[src/rtl/text_mem_scheduler_pkg.sv]
// Shared definitions for the text RAM write-port scheduler: default RAM
// geometry (also used by the command decoder and the RAM wrapper) and the
// fill engine state encoding.
package text_mem_scheduler_pkg;

    localparam int TEXT_ADDR_W = 12;
    localparam int TEXT_DATA_W = 16;

    typedef enum logic [1:0] {
        ST_IDLE = 2'd0,
        ST_FILL = 2'd1,
        ST_DONE = 2'd2
    } fill_state_t;

endpackage

[src/rtl/text_mem_scheduler_fill_engine.sv]
// Block-fill engine: latches a fill request and walks the address range,
// offering one write per cycle through fill_req/fill_addr/fill_wdata.
// The top grants the port with fill_grant; the engine advances only on grant.
// Optional macro TEXT_FILL_STRIDE_EN adds fill_stride (otherwise step is 1).
//
//  state | meaning
//  IDLE  | waiting for fill_start
//  FILL  | offering writes, advancing on each grant
//  DONE  | last write issued; pulse fill_done and return to IDLE
module text_mem_scheduler_fill_engine
    import text_mem_scheduler_pkg::*;
#(
    parameter int ADDR_W = TEXT_ADDR_W,
    parameter int DATA_W = TEXT_DATA_W
) (
    input  logic              cpu_clock,
    input  logic              reset_n,
    input  logic              fill_start,
    input  logic [ADDR_W-1:0] fill_base,
    input  logic [ADDR_W:0]   fill_len,
    input  logic [DATA_W-1:0] fill_data,
`ifdef TEXT_FILL_STRIDE_EN
    input  logic [ADDR_W-1:0] fill_stride,
`endif
    input  logic              fill_grant,
    output logic              fill_req,
    output logic [ADDR_W-1:0] fill_addr,
    output logic [DATA_W-1:0] fill_wdata,
    output logic              fill_busy,
    output logic              fill_done
);

    localparam logic [ADDR_W:0]   CNT_ONE  = 1;
    localparam logic [ADDR_W-1:0] ADDR_ONE = 1;

    fill_state_t       state;
    logic [ADDR_W-1:0] cur_addr;
    logic [ADDR_W:0]   len_q;
    logic [ADDR_W:0]   cnt;
    logic [DATA_W-1:0] data_q;
    logic [ADDR_W-1:0] step;

`ifdef TEXT_FILL_STRIDE_EN
    logic [ADDR_W-1:0] step_q;

    // Stride is captured together with the other fill parameters.
    always_ff @(posedge cpu_clock or negedge reset_n) begin
        if (!reset_n) begin
            step_q <= '0;
        end else if (state == ST_IDLE && fill_start && fill_len != '0) begin
            step_q <= fill_stride;
        end
    end

    assign step = step_q;
`else
    assign step = ADDR_ONE;
`endif

    assign fill_req   = (state == ST_FILL);
    assign fill_addr  = cur_addr;
    assign fill_wdata = data_q;

    // Fill FSM: parameter latch, address/count walk and status outputs.
    always_ff @(posedge cpu_clock or negedge reset_n) begin
        if (!reset_n) begin
            state     <= ST_IDLE;
            cur_addr  <= '0;
            len_q     <= '0;
            cnt       <= '0;
            data_q    <= '0;
            fill_busy <= 1'b0;
            fill_done <= 1'b0;
        end else begin
            fill_done <= 1'b0;
            case (state)
                ST_IDLE: begin
                    if (fill_start) begin
                        if (fill_len != '0) begin
                            cur_addr  <= fill_base;
                            len_q     <= fill_len;
                            data_q    <= fill_data;
                            cnt       <= '0;
                            fill_busy <= 1'b1;
                            state     <= ST_FILL;
                        end else begin
                            // Zero-length fill completes immediately.
                            fill_done <= 1'b1;
                        end
                    end
                end
                ST_FILL: begin
                    if (fill_grant) begin
                        cnt      <= cnt + CNT_ONE;
                        cur_addr <= cur_addr + step;
                        if (cnt == len_q - CNT_ONE) begin
                            fill_busy <= 1'b0;
                            state     <= ST_DONE;
                        end
                    end
                end
                ST_DONE: begin
                    // Lands one cycle after the last write shows on mem_*.
                    fill_done <= 1'b1;
                    state     <= ST_IDLE;
                end
                default: begin
                    state <= ST_IDLE;
                end
            endcase
        end
    end

endmodule

[src/rtl/text_mem_scheduler.sv]
// Owns port A (write port) of the text RAM in the cpu_clock domain.
// Arbitrates between single-word command writes (strict priority) and the
// block-fill engine, and registers every RAM-facing output.
// Optional macro TEXT_FILL_STRIDE_EN adds the fill_stride port.
module text_mem_scheduler
    import text_mem_scheduler_pkg::*;
#(
    parameter int ADDR_W = TEXT_ADDR_W,
    parameter int DATA_W = TEXT_DATA_W
) (
    input  logic              cpu_clock,
    input  logic              reset_n,
    input  logic              cmd_req,
    input  logic [ADDR_W-1:0] cmd_addr,
    input  logic [DATA_W-1:0] cmd_data,
    output logic              cmd_ack,
    input  logic              fill_start,
    input  logic [ADDR_W-1:0] fill_base,
    input  logic [ADDR_W:0]   fill_len,
    input  logic [DATA_W-1:0] fill_data,
`ifdef TEXT_FILL_STRIDE_EN
    input  logic [ADDR_W-1:0] fill_stride,
`endif
    output logic              fill_busy,
    output logic              fill_done,
    output logic              mem_en,
    output logic              mem_we,
    output logic [ADDR_W-1:0] mem_addr,
    output logic [DATA_W-1:0] mem_data
);

    logic              cmd_grant;
    logic              fill_grant;
    logic              fill_req;
    logic [ADDR_W-1:0] fill_addr;
    logic [DATA_W-1:0] fill_wdata;

    // A held request is not re-granted in its ack cycle, so one req = one write.
    assign cmd_grant  = cmd_req & ~cmd_ack;
    assign fill_grant = fill_req & ~cmd_grant;

    text_mem_scheduler_fill_engine #(
        .ADDR_W (ADDR_W),
        .DATA_W (DATA_W)
    ) u_fill (
        .cpu_clock  (cpu_clock),
        .reset_n    (reset_n),
        .fill_start (fill_start),
        .fill_base  (fill_base),
        .fill_len   (fill_len),
        .fill_data  (fill_data),
`ifdef TEXT_FILL_STRIDE_EN
        .fill_stride(fill_stride),
`endif
        .fill_grant (fill_grant),
        .fill_req   (fill_req),
        .fill_addr  (fill_addr),
        .fill_wdata (fill_wdata),
        .fill_busy  (fill_busy),
        .fill_done  (fill_done)
    );

    // Output stage: the grant decided this cycle drives the RAM next cycle.
    always_ff @(posedge cpu_clock or negedge reset_n) begin
        if (!reset_n) begin
            cmd_ack  <= 1'b0;
            mem_en   <= 1'b0;
            mem_we   <= 1'b0;
            mem_addr <= '0;
            mem_data <= '0;
        end else begin
            cmd_ack <= cmd_grant;
            mem_en  <= cmd_grant | fill_grant;
            mem_we  <= cmd_grant | fill_grant;
            if (cmd_grant) begin
                mem_addr <= cmd_addr;
                mem_data <= cmd_data;
            end else if (fill_grant) begin
                mem_addr <= fill_addr;
                mem_data <= fill_wdata;
            end else begin
                mem_addr <= '0;
                mem_data <= '0;
            end
        end
    end

endmodule

[config.mk]
export PLATFORM = sky130hd
export DESIGN_NAME = text_mem_scheduler
export DESIGN_NICKNAME = d
export VERILOG_FILES = /design/src/rtl/text_mem_scheduler_pkg.sv /design/src/rtl/text_mem_scheduler_fill_engine.sv /design/src/rtl/text_mem_scheduler.sv
export SDC_FILE = /design/constraint.sdc
export NUM_CORES = 1
export LEC_CHECK = 0
export BUFFER_PORTS_ARGS = -buffer_cell sky130_fd_sc_hd__clkbuf_2
export CAP_MARGIN = 20
export CORE_MARGIN = 2
export CORE_UTILIZATION = 25
export CTS_CLUSTER_DIAMETER = 100
export CTS_CLUSTER_SIZE = 20
export DETAILED_ROUTE_END_ITERATION = 8
export PLACE_DENSITY_LB_ADDON = 0.1
export RECOVER_POWER = 50
export SLEW_MARGIN = 10
export SYNTH_ARGS = -nofsm -noshare
export SYNTH_HDL_FRONTEND = slang
export SYNTH_SLANG_ARGS = --single-unit
[constraint.sdc]
create_clock -name cpu_clock -period 6.94 [get_ports cpu_clock]
set_input_delay 0.347 -clock cpu_clock [delete_from_list [all_inputs] [get_ports cpu_clock]]
set_output_delay 0.347 -clock cpu_clock [all_outputs]
set_load 0.01 [all_outputs]
==> flow_metrics.env, run 1 <==
export IMPL_netlist_area_um2=4110
export IMPL_period_minus_slack_ns=3.10
export IMPL_synth_distinct_cells=51
export IMPL_fin_ws_ns=3.84
export IMPL_pre_cts_slack_ns=4.15
export IMPL_relSlewSlack_pct=-18.8
export IMPL_fp_dieH_um=132
export IMPL_finClkSkew_ns=0.00708
export IMPL_hold_viol=0
export IMPL_root_buffer="clkbuf_16"
export IMPL_avgSynthCellArea_um2=9.53
export IMPL_startpoint="cmd_ack$_DFF_PN0_"
export IMPL_synth_seq_area_share_pct=53.6
export IMPL_wire_per_inst_um=15.4
export IMPL_drive_gt1_share_pct=18.9
export IMPL_antenna_found_initial=0
export IMPL_cts_buffers=9
export IMPL_drt_iter0_markers=236
export IMPL_syn_num_nets=507
export IMPL_io_pins=106
export IMPL_syn_inst=431
export IMPL_wirelength_um=11500
export IMPL_grt_use_total_pct=13.9
export IMPL_tightest_slew_ns=1.78
export IMPL_vias=3475
export IMPL_start_util_pct=25.8
export IMPL_ant_nets=0
export IMPL_nNetsFinal=606
export IMPL_fin_setup_tns_ns=0
export IMPL_hp_class="input pin to flop"
export IMPL_hp_start="fill_data[0]"
export IMPL_max_clock_freq_mhz=323
export IMPL_coreArea_um2=15900
export IMPL_clock_sinks=88
export IMPL_power_net_switching_uw=839
export IMPL_r2r_start="cmd_ack$_DFF_PN0_"
export IMPL_htreeDepth=3
export IMPL_rows=46
export IMPL_grt_max_degree=58
export IMPL_violations="capacitance limit, slew limit"
export IMPL_swShare_pct=38.3
export IMPL_drc=0
export IMPL_port_buffers=105
export IMPL_grt_pass1_wl_um=19000
export IMPL_critPathKind="flop to flop"
export IMPL_cp_arrival_ns=3.34
export IMPL_clkTransAtPathRegs_ns=0.07
export IMPL_synthFlopType="dfrtp_1"
export IMPL_seq_power_share_pct=40.2
export IMPL_cts_setup_buffers=0
export IMPL_period_share_pct=44.7
export IMPL_slew_viol_final=67
export IMPL_place_congestion=0.858
export IMPL_ir_worst_vdd_uv=156
export IMPL_die_area_um2=17500
export IMPL_status="finished, violations left"
export IMPL_critPathRequiredTime_ns=7.18
export IMPL_comb_power_share_pct=35.7
export IMPL_ys_warn_count=0
export IMPL_p_per_area_nw_per_um2=426
export IMPL_dr_pass1_iters=4
export IMPL_p_int_mw=1.35
export IMPL_clkPwrFrac_pct=24.1
export IMPL_die_x_um=132
export IMPL_via_per_inst=4.63
export IMPL_synth_edff_count=0
export IMPL_dpl_hpwl_um=8150
export IMPL_grt_ovfl_total=0
export IMPL_async_flop_share_pct=100
export IMPL_drv_cap=2
export IMPL_rsz0062_at_grt="false"
export IMPL_crit_path_end_kind="flop"
export IMPL_area_growth_pct=25.1
export IMPL_cp_max_fo=33
export IMPL_critPathLaunchType="flop"
export IMPL_grt_pass1_vias=3560
export IMPL_ys_ff_latch=88
export IMPL_design_area_um2=5140
export IMPL_fillers=1708
export IMPL_setup_viol_count_final=0
export IMPL_clock_path_buffers=2
export IMPL_dpl_cell_area_um2=4860
export IMPL_cts_tree="yes"
export IMPL_power_leakage_nw=2.37
export IMPL_insertion_delay_ns=0.35
export IMPL_antennaDiodeCount=0
## registers in the layout, summed over array words and instances (netlist names)
name,flops
mem_data,16
mem_addr,12
u_fill.fill_addr,12
mem_we,1
cmd_ack,1
u_fill.state,2
u_fill.fill_done,1
u_fill.len_q,13
u_fill.fill_wdata,16
u_fill.fill_busy,1
u_fill.cnt,13
## cells in the mapped netlist, drive strengths merged (4+ instances only)
library cell	instances	area share [%]
nand2	109	10
dfrtp	88	54
nor2	27	2.5
a22o	26	5.5
a21oi	23	2.8
clkbuf	21	1.9
o21ai	19	2.3
xnor2	15	3.2
xor2	11	2.3
nand4	10	1.5
nand3	9	1.2
nor3	8	0.98
nor3b	6	1.1
nor4	5	0.91
buf	4	0.52
o22ai	4	0.61
or4	4	0.73
## power by group through the flow
stage               clock network, mW  registers (mW)  logic [mW]
CTS                             0.548           0.882       0.811
finish                          0.528           0.880       0.781
floorplan                           0           0.871       0.552
global route                    0.570           0.907       0.892
detailed placement                  0           0.892       0.808
global placement                    0           0.889       0.795
## path summary, 6_finish.rpt
kind / endpoint / slack [ns] / depth (start not counted)
min in group asynchronous: u_fill.fill_addr[7]$_DFFE_PN0P_ / 1.01 / 2
worst min register to register: u_fill.fill_done$_DFF_PN0_ / 0.47 / 1
worst max-delay path: u_fill.fill_addr[11]$_DFFE_PN0P_ / 3.84 / 8
worst max register to register: u_fill.fill_addr[11]$_DFFE_PN0P_ / 3.84 / 8
max in group asynchronous: mem_data[2]$_DFF_PN0_ / 4.34 / 3
worst min-delay path: u_fill.fill_wdata[0]$_DFFE_PN0P_ / 0.18 / 3
## per-layer routing
layer / routed length [um] / share of wire (%) / track usage [%]
met5: 0 / 0 / 0
met4: 249 / 2.2 / 6.22
met3: 526 / 4.6 / 2.96
met2: 5230 / 45 / 21.9
met1: 5540 / 48 / 18.4
## worst max-delay path, cell delays in order, from the launching register on
cell,delay [ns]
dfrtp_1,0.37
nand2b_1,0.20
clkinv_1,0.06
clkbuf_1,1.19
nor2_2,0.08
a21oi_1,0.46
buf_4,0.27
a21oi_1,0.05
o2bb2a_1,0.29
## cell usage in the layout, fill, tap and decap left out, types with 2 or more instances in the layout
master	instances
nand2_1	109
dfrtp_1	88
clkbuf_2	70
clkbuf_1	36
nor2_1	26
a22o_1	26
a21oi_1	23
o21ai_0	19
xnor2_1	15
xor2_1	11
nand4_1	10
clkbuf_16	9
nor3_1	8
nand3_1	8
nor3b_1	6
buf_4	6
nor4_1	4
o22ai_1	4
or4_1	4
inv_1	3
nand2b_1	3
and3_1	3
a31oi_1	3
ha_1	3
and2_1	2
nor4b_1	2
or2_2	2
nand3b_1	2
bufinv_16	2
clkinv_2	2
## timing repair
action	in CTS	in global routing
gates resized for setup	0	0
hold endpoints to repair	31	0
hold buffers	1	0
endpoints found under the setup margin	0	0
## stage by stage
step	util, %	total power, mW	instances	hold WS, ns
floorplan	-	1.42	431	0.0514
global placement	30.4	1.68	733	0.320
detailed placement	30.5	1.70	734	0.322
CTS	32.5	2.24	751	0.168
global route	32.2	2.37	751	0.170
finish	32.2	2.19	751	0.180
## cell type report
| cell class | instances | area [um^2] | area share, % |
|---|---|---|---|
| Sequential cell | 88 | 2200 | 42.9 |
| Clock inverter | 7 | 95.1 | 1.85 |
| Clock buffer | 9 | 225 | 4.38 |
| Tap cell | 216 | 270 | 5.26 |
| Timing Repair Buffer | 113 | 541 | 10.5 |
| Multi-Input combinational cell | 314 | 1790 | 34.8 |
| Inverter | 4 | 15.0 | 0.292 |
## kinds of logic after synthesis
kind of cell | synth area share, %
simple gates | 22.8
mux | 0.244
flops | 53.6
compound gates | 14.0
fa+ha+maj | 0.914
buf+inv | 2.83
xor+xnor | 5.55
No activity file was read; power rests on OpenSTA's default activity.
==> run 2: changes to the inputs <==
--- a/config.mk
+++ b/config.mk
@@ -5,6 +5,7 @@
 export SDC_FILE = /design/constraint.sdc
 export NUM_CORES = 1
 export LEC_CHECK = 0
+export ABC_AREA = 1
 export BUFFER_PORTS_ARGS = -buffer_cell sky130_fd_sc_hd__clkbuf_2
 export CAP_MARGIN = 20
 export CORE_MARGIN = 2
==> constraint.sdc (replaced) <==
create_clock -name cpu_clock -period 3.18 [get_ports cpu_clock]
set_input_delay 0.159 -clock cpu_clock [delete_from_list [all_inputs] [get_ports cpu_clock]]
set_output_delay 0.159 -clock cpu_clock [all_outputs]
set_load 0.01 [all_outputs]
==> flow_metrics.env, run 2 <==
export IMPL_die_x_um=138
export IMPL_drt_iter0_markers=148
export IMPL_antennaDiodeCount=0
export IMPL_synth_top_area_share_pct=49.1
export IMPL_cts_hold_buffers=9
export IMPL_fin_ws_ns=0.940
export IMPL_seq_power_share_pct=41.6
export IMPL_cp_arrival_ns=2.48
export IMPL_hold_end="u_fill.fill_wdata[2]$_DFFE_PN0P_"
export IMPL_power_leakage_nw=2.75
export IMPL_clkTransAtPathRegs_ns=0.07
export IMPL_grt_use_total_pct=13.5
export IMPL_grt_ovfl_total=0
export IMPL_yosysMostFrequentCell="nand2_1"
export IMPL_ir_worst_vdd_uv=264
export IMPL_dpl_hpwl_um=8830
export IMPL_vias=3939
export IMPL_violations="capacitance limit, slew limit"
export IMPL_area_growth_pct=25.1
export IMPL_die_area_um2=19000
export IMPL_rsz0062_at_grt="false"
export IMPL_insertion_delay_ns=0.35
export IMPL_relSlewSlack_pct=-21.9
export IMPL_grt_max_degree=70
export IMPL_fp_dieH_um=138
export IMPL_syn_num_nets=633
export IMPL_pre_cts_slack_ns=0.742
export IMPL_drive_gt1_share_pct=19.5
export IMPL_root_buffer="clkbuf_16"
export IMPL_finClkSkew_ns=0.0102
export IMPL_ant_nets=0
export IMPL_r2r_start="u_fill.state[0]$_DFFE_PN0P_"
export IMPL_hold_viol=0
export IMPL_nNetsFinal=744
export IMPL_whs_path_depth=3
export IMPL_htreeDepth=3
export IMPL_avgSynthCellArea_um2=8.06
export IMPL_ys_ff_latch=88
export IMPL_setup_viol_count_final=0
export IMPL_drv_cap=2
export IMPL_via_per_inst=4.39
export IMPL_period_minus_slack_ns=2.24
export IMPL_clock_sinks=88
export IMPL_tightest_slew_ns=1.83
export IMPL_crit_slowest_cell="inv_2"
export IMPL_fin_setup_tns_ns=0
export IMPL_synth_top_area_cell="dfrtp_1"
export IMPL_critPathRequiredTime_ns=3.42
export IMPL_cp_max_fo=28
export IMPL_synth_distinct_cells=33
export IMPL_slew_viol_final=70
export IMPL_rows=48
export IMPL_dr_pass1_iters=5
export IMPL_yosys_top_cells_area="dfrtp_1 (49%), nand2_1 (16%), xor2_1 (3.9%), o21ai_1 (3.6%), inv_1 (3.5%)"
export IMPL_path_cells="inv_1 -> nor2_1 -> buf_4 -> inv_2 -> nor2_4 -> inv_2 -> nand2_2 -> buf_4 -> o211ai_1 -> nand2_1"
export IMPL_layout_commonest_cell="nand2_1"
export IMPL_grt_pass1_wl_um=19700
export IMPL_syn_inst=557
export IMPL_status="finished, violations left"
export IMPL_power_net_switching_mw=1.06
export IMPL_p_per_area_nw_per_um2=598
export IMPL_clock_path_buffers=2
export IMPL_cpPeakStageDelay_ns=0.39
export IMPL_hp_class="input pin to flop"
export IMPL_synth_edff_count=0
export IMPL_reg2reg_slack_ns=0.94
export IMPL_swShare_pct=31.6
export IMPL_ctsResizeCount=0
export IMPL_start_util_pct=25.8
export IMPL_ys_warn_count=0
export IMPL_coreArea_um2=17400
export IMPL_cts_tree="yes"
export IMPL_grt_pass1_vias=3912
export IMPL_comb_power_share_pct=22.2
export IMPL_cts_setup_buffers=0
export IMPL_rr_endpoint="u_fill.fill_addr[9]$_DFFE_PN0P_"
export IMPL_worst_r2r_cell_count=10
export IMPL_netlist_area_um2=4490
export IMPL_cts_buffers=9
export IMPL_crit_path_end_kind="flop"
export IMPL_period_share_pct=70.5
export IMPL_place_congestion=0.747
export IMPL_max_clock_freq_mhz=446
export IMPL_synthFlopType="dfrtp_1"
export IMPL_drc=0
export IMPL_async_flop_share_pct=100
export IMPL_io_pins=106
export IMPL_synth_common_cells="nand2_1 (191), dfrtp_1 (88), inv_1 (42), nor2_1 (35), o21ai_1 (32)"
export IMPL_finalPower_mw=3.35
export IMPL_critPathLaunchType="flop"
export IMPL_hp_start="fill_data[2]"
export IMPL_wire_per_inst_um=13.5
export IMPL_p_int_mw=2.30
export IMPL_antenna_found_initial=0
export IMPL_port_buffers=105
export IMPL_critPathKind="flop to flop"
export IMPL_clkPwrFrac_pct=36.1
export IMPL_wirelength_um=12100
export IMPL_synth_seq_area_share_pct=49.1
export IMPL_most_common_layout_cells="nand2_1 (191), dfrtp_1 (88), clkbuf_2 (71)"
==> run 2: cell types whose count changed after synthesis, moves of 6 or more <==
| cell | before | now |
|---|---|---|
| nand2_1 | 109 | 191 |
| inv_1 | 3 | 42 |
| o21ai_1 | 0 | 32 |
| a21oi_1 | 23 | 6 |
| inv_2 | 0 | 16 |
| nand3_1 | 8 | 21 |
| clkbuf_1 | 20 | 9 |
| xnor2_1 | 15 | 4 |
| a22o_1 | 26 | 16 |
| xor2_1 | 11 | 20 |
| nor2_1 | 27 | 35 |
| nand4_1 | 10 | 4 |
| nor3b_1 | 6 | 0 |
==> run 2: kinds of logic (layout without fill, tap and decap cells) <==
| logic type | after synthesis | in the layout | share of synthesized area [%] |
|---|---|---|---|
| adder cells (fa/ha/maj) | 3 | 3 | 0.837 |
| flip-flops | 88 | 88 | 49.1 |
| XOR/XNOR | 24 | 24 | 4.68 |
| buffers and inverters | 78 | 194 | 7.25 |
| AND/OR/NAND/NOR | 285 | 285 | 27.7 |
| AO/OA/AOI/OAI | 79 | 79 | 10.5 |
==> run 2: worst max-delay path, delay by kind of cell, from the launching register on <==
| family | cells | cell delay, ns |
|---|---|---|
| buf+inv | 5 | 1.18 |
| simple gates | 4 | 0.46 |
| flops | 1 | 0.38 |
| compound gates | 1 | 0.10 |
==> run 2: worst max-delay path by stage <==
stage / from / end / slack (ns)
detailed placement: fill_len[1] / u_fill.fill_addr[9]$_DFFE_PN0P_ / 0.74
global placement: fill_len[1] / u_fill.fill_addr[9]$_DFFE_PN0P_ / 0.81
floorplan: u_fill.len_q[0]$_DFFE_PN0P_ / u_fill.fill_busy$_DFFE_PN0P_ / 1.63
finish: u_fill.state[0]$_DFFE_PN0P_ / u_fill.fill_addr[9]$_DFFE_PN0P_ / 0.94
CTS: u_fill.state[0]$_DFFE_PN0P_ / u_fill.fill_addr[9]$_DFFE_PN0P_ / 0.91
global route: reset_n / u_fill.fill_done$_DFF_PN0_ / 0.64
==> run 2: layer usage <==
metal / up-vias / track usage (%) / part of all wire (%)
met5: - / 0 / 0
met4: 0 / 5.44 / 1.7
met3: 12 / 2.74 / 5.0
met2: 90 / 21.0 / 46
met1: 1839 / 18.4 / 48
li1: 1998 / - / -
==> run 2: cell type report <==
| cell class | count | area [um^2] |
|---|---|---|
| clock buffer | 11 | 253 |
| clock inverter | 5 | 86.3 |
| fill | 1922 | 11800 |
| inverter | 58 | 218 |
| multi-input combinational | 391 | 1960 |
| sequential | 88 | 2200 |
| tap | 225 | 282 |
| timing repair buffer | 120 | 611 |
==> run 2: power groups by stage <==
stage,combinational (mW),clock (mW),sequential (mW)
after floorplan,0.491,0,1.42
after global placement,0.759,0,1.42
after detailed placement,0.759,0,1.42
after CTS,0.773,1.26,1.40
after global routing,0.866,1.31,1.42
final,0.746,1.21,1.40
==> run 2: stage by stage <==
step           area [um^2]  hold slack (ns)  util [%]  instances
6_report              5610          0.00900      32.2        898
5_1_grt               5610          0.00300      32.2        898
2_1_floorplan         4490           -0.137         -        557
3_5_place_dp          5240            0.361      30.1        873
3_3_place_gp          5240            0.365      30.1        873
4_1_cts               5670         0.000437      32.5        898
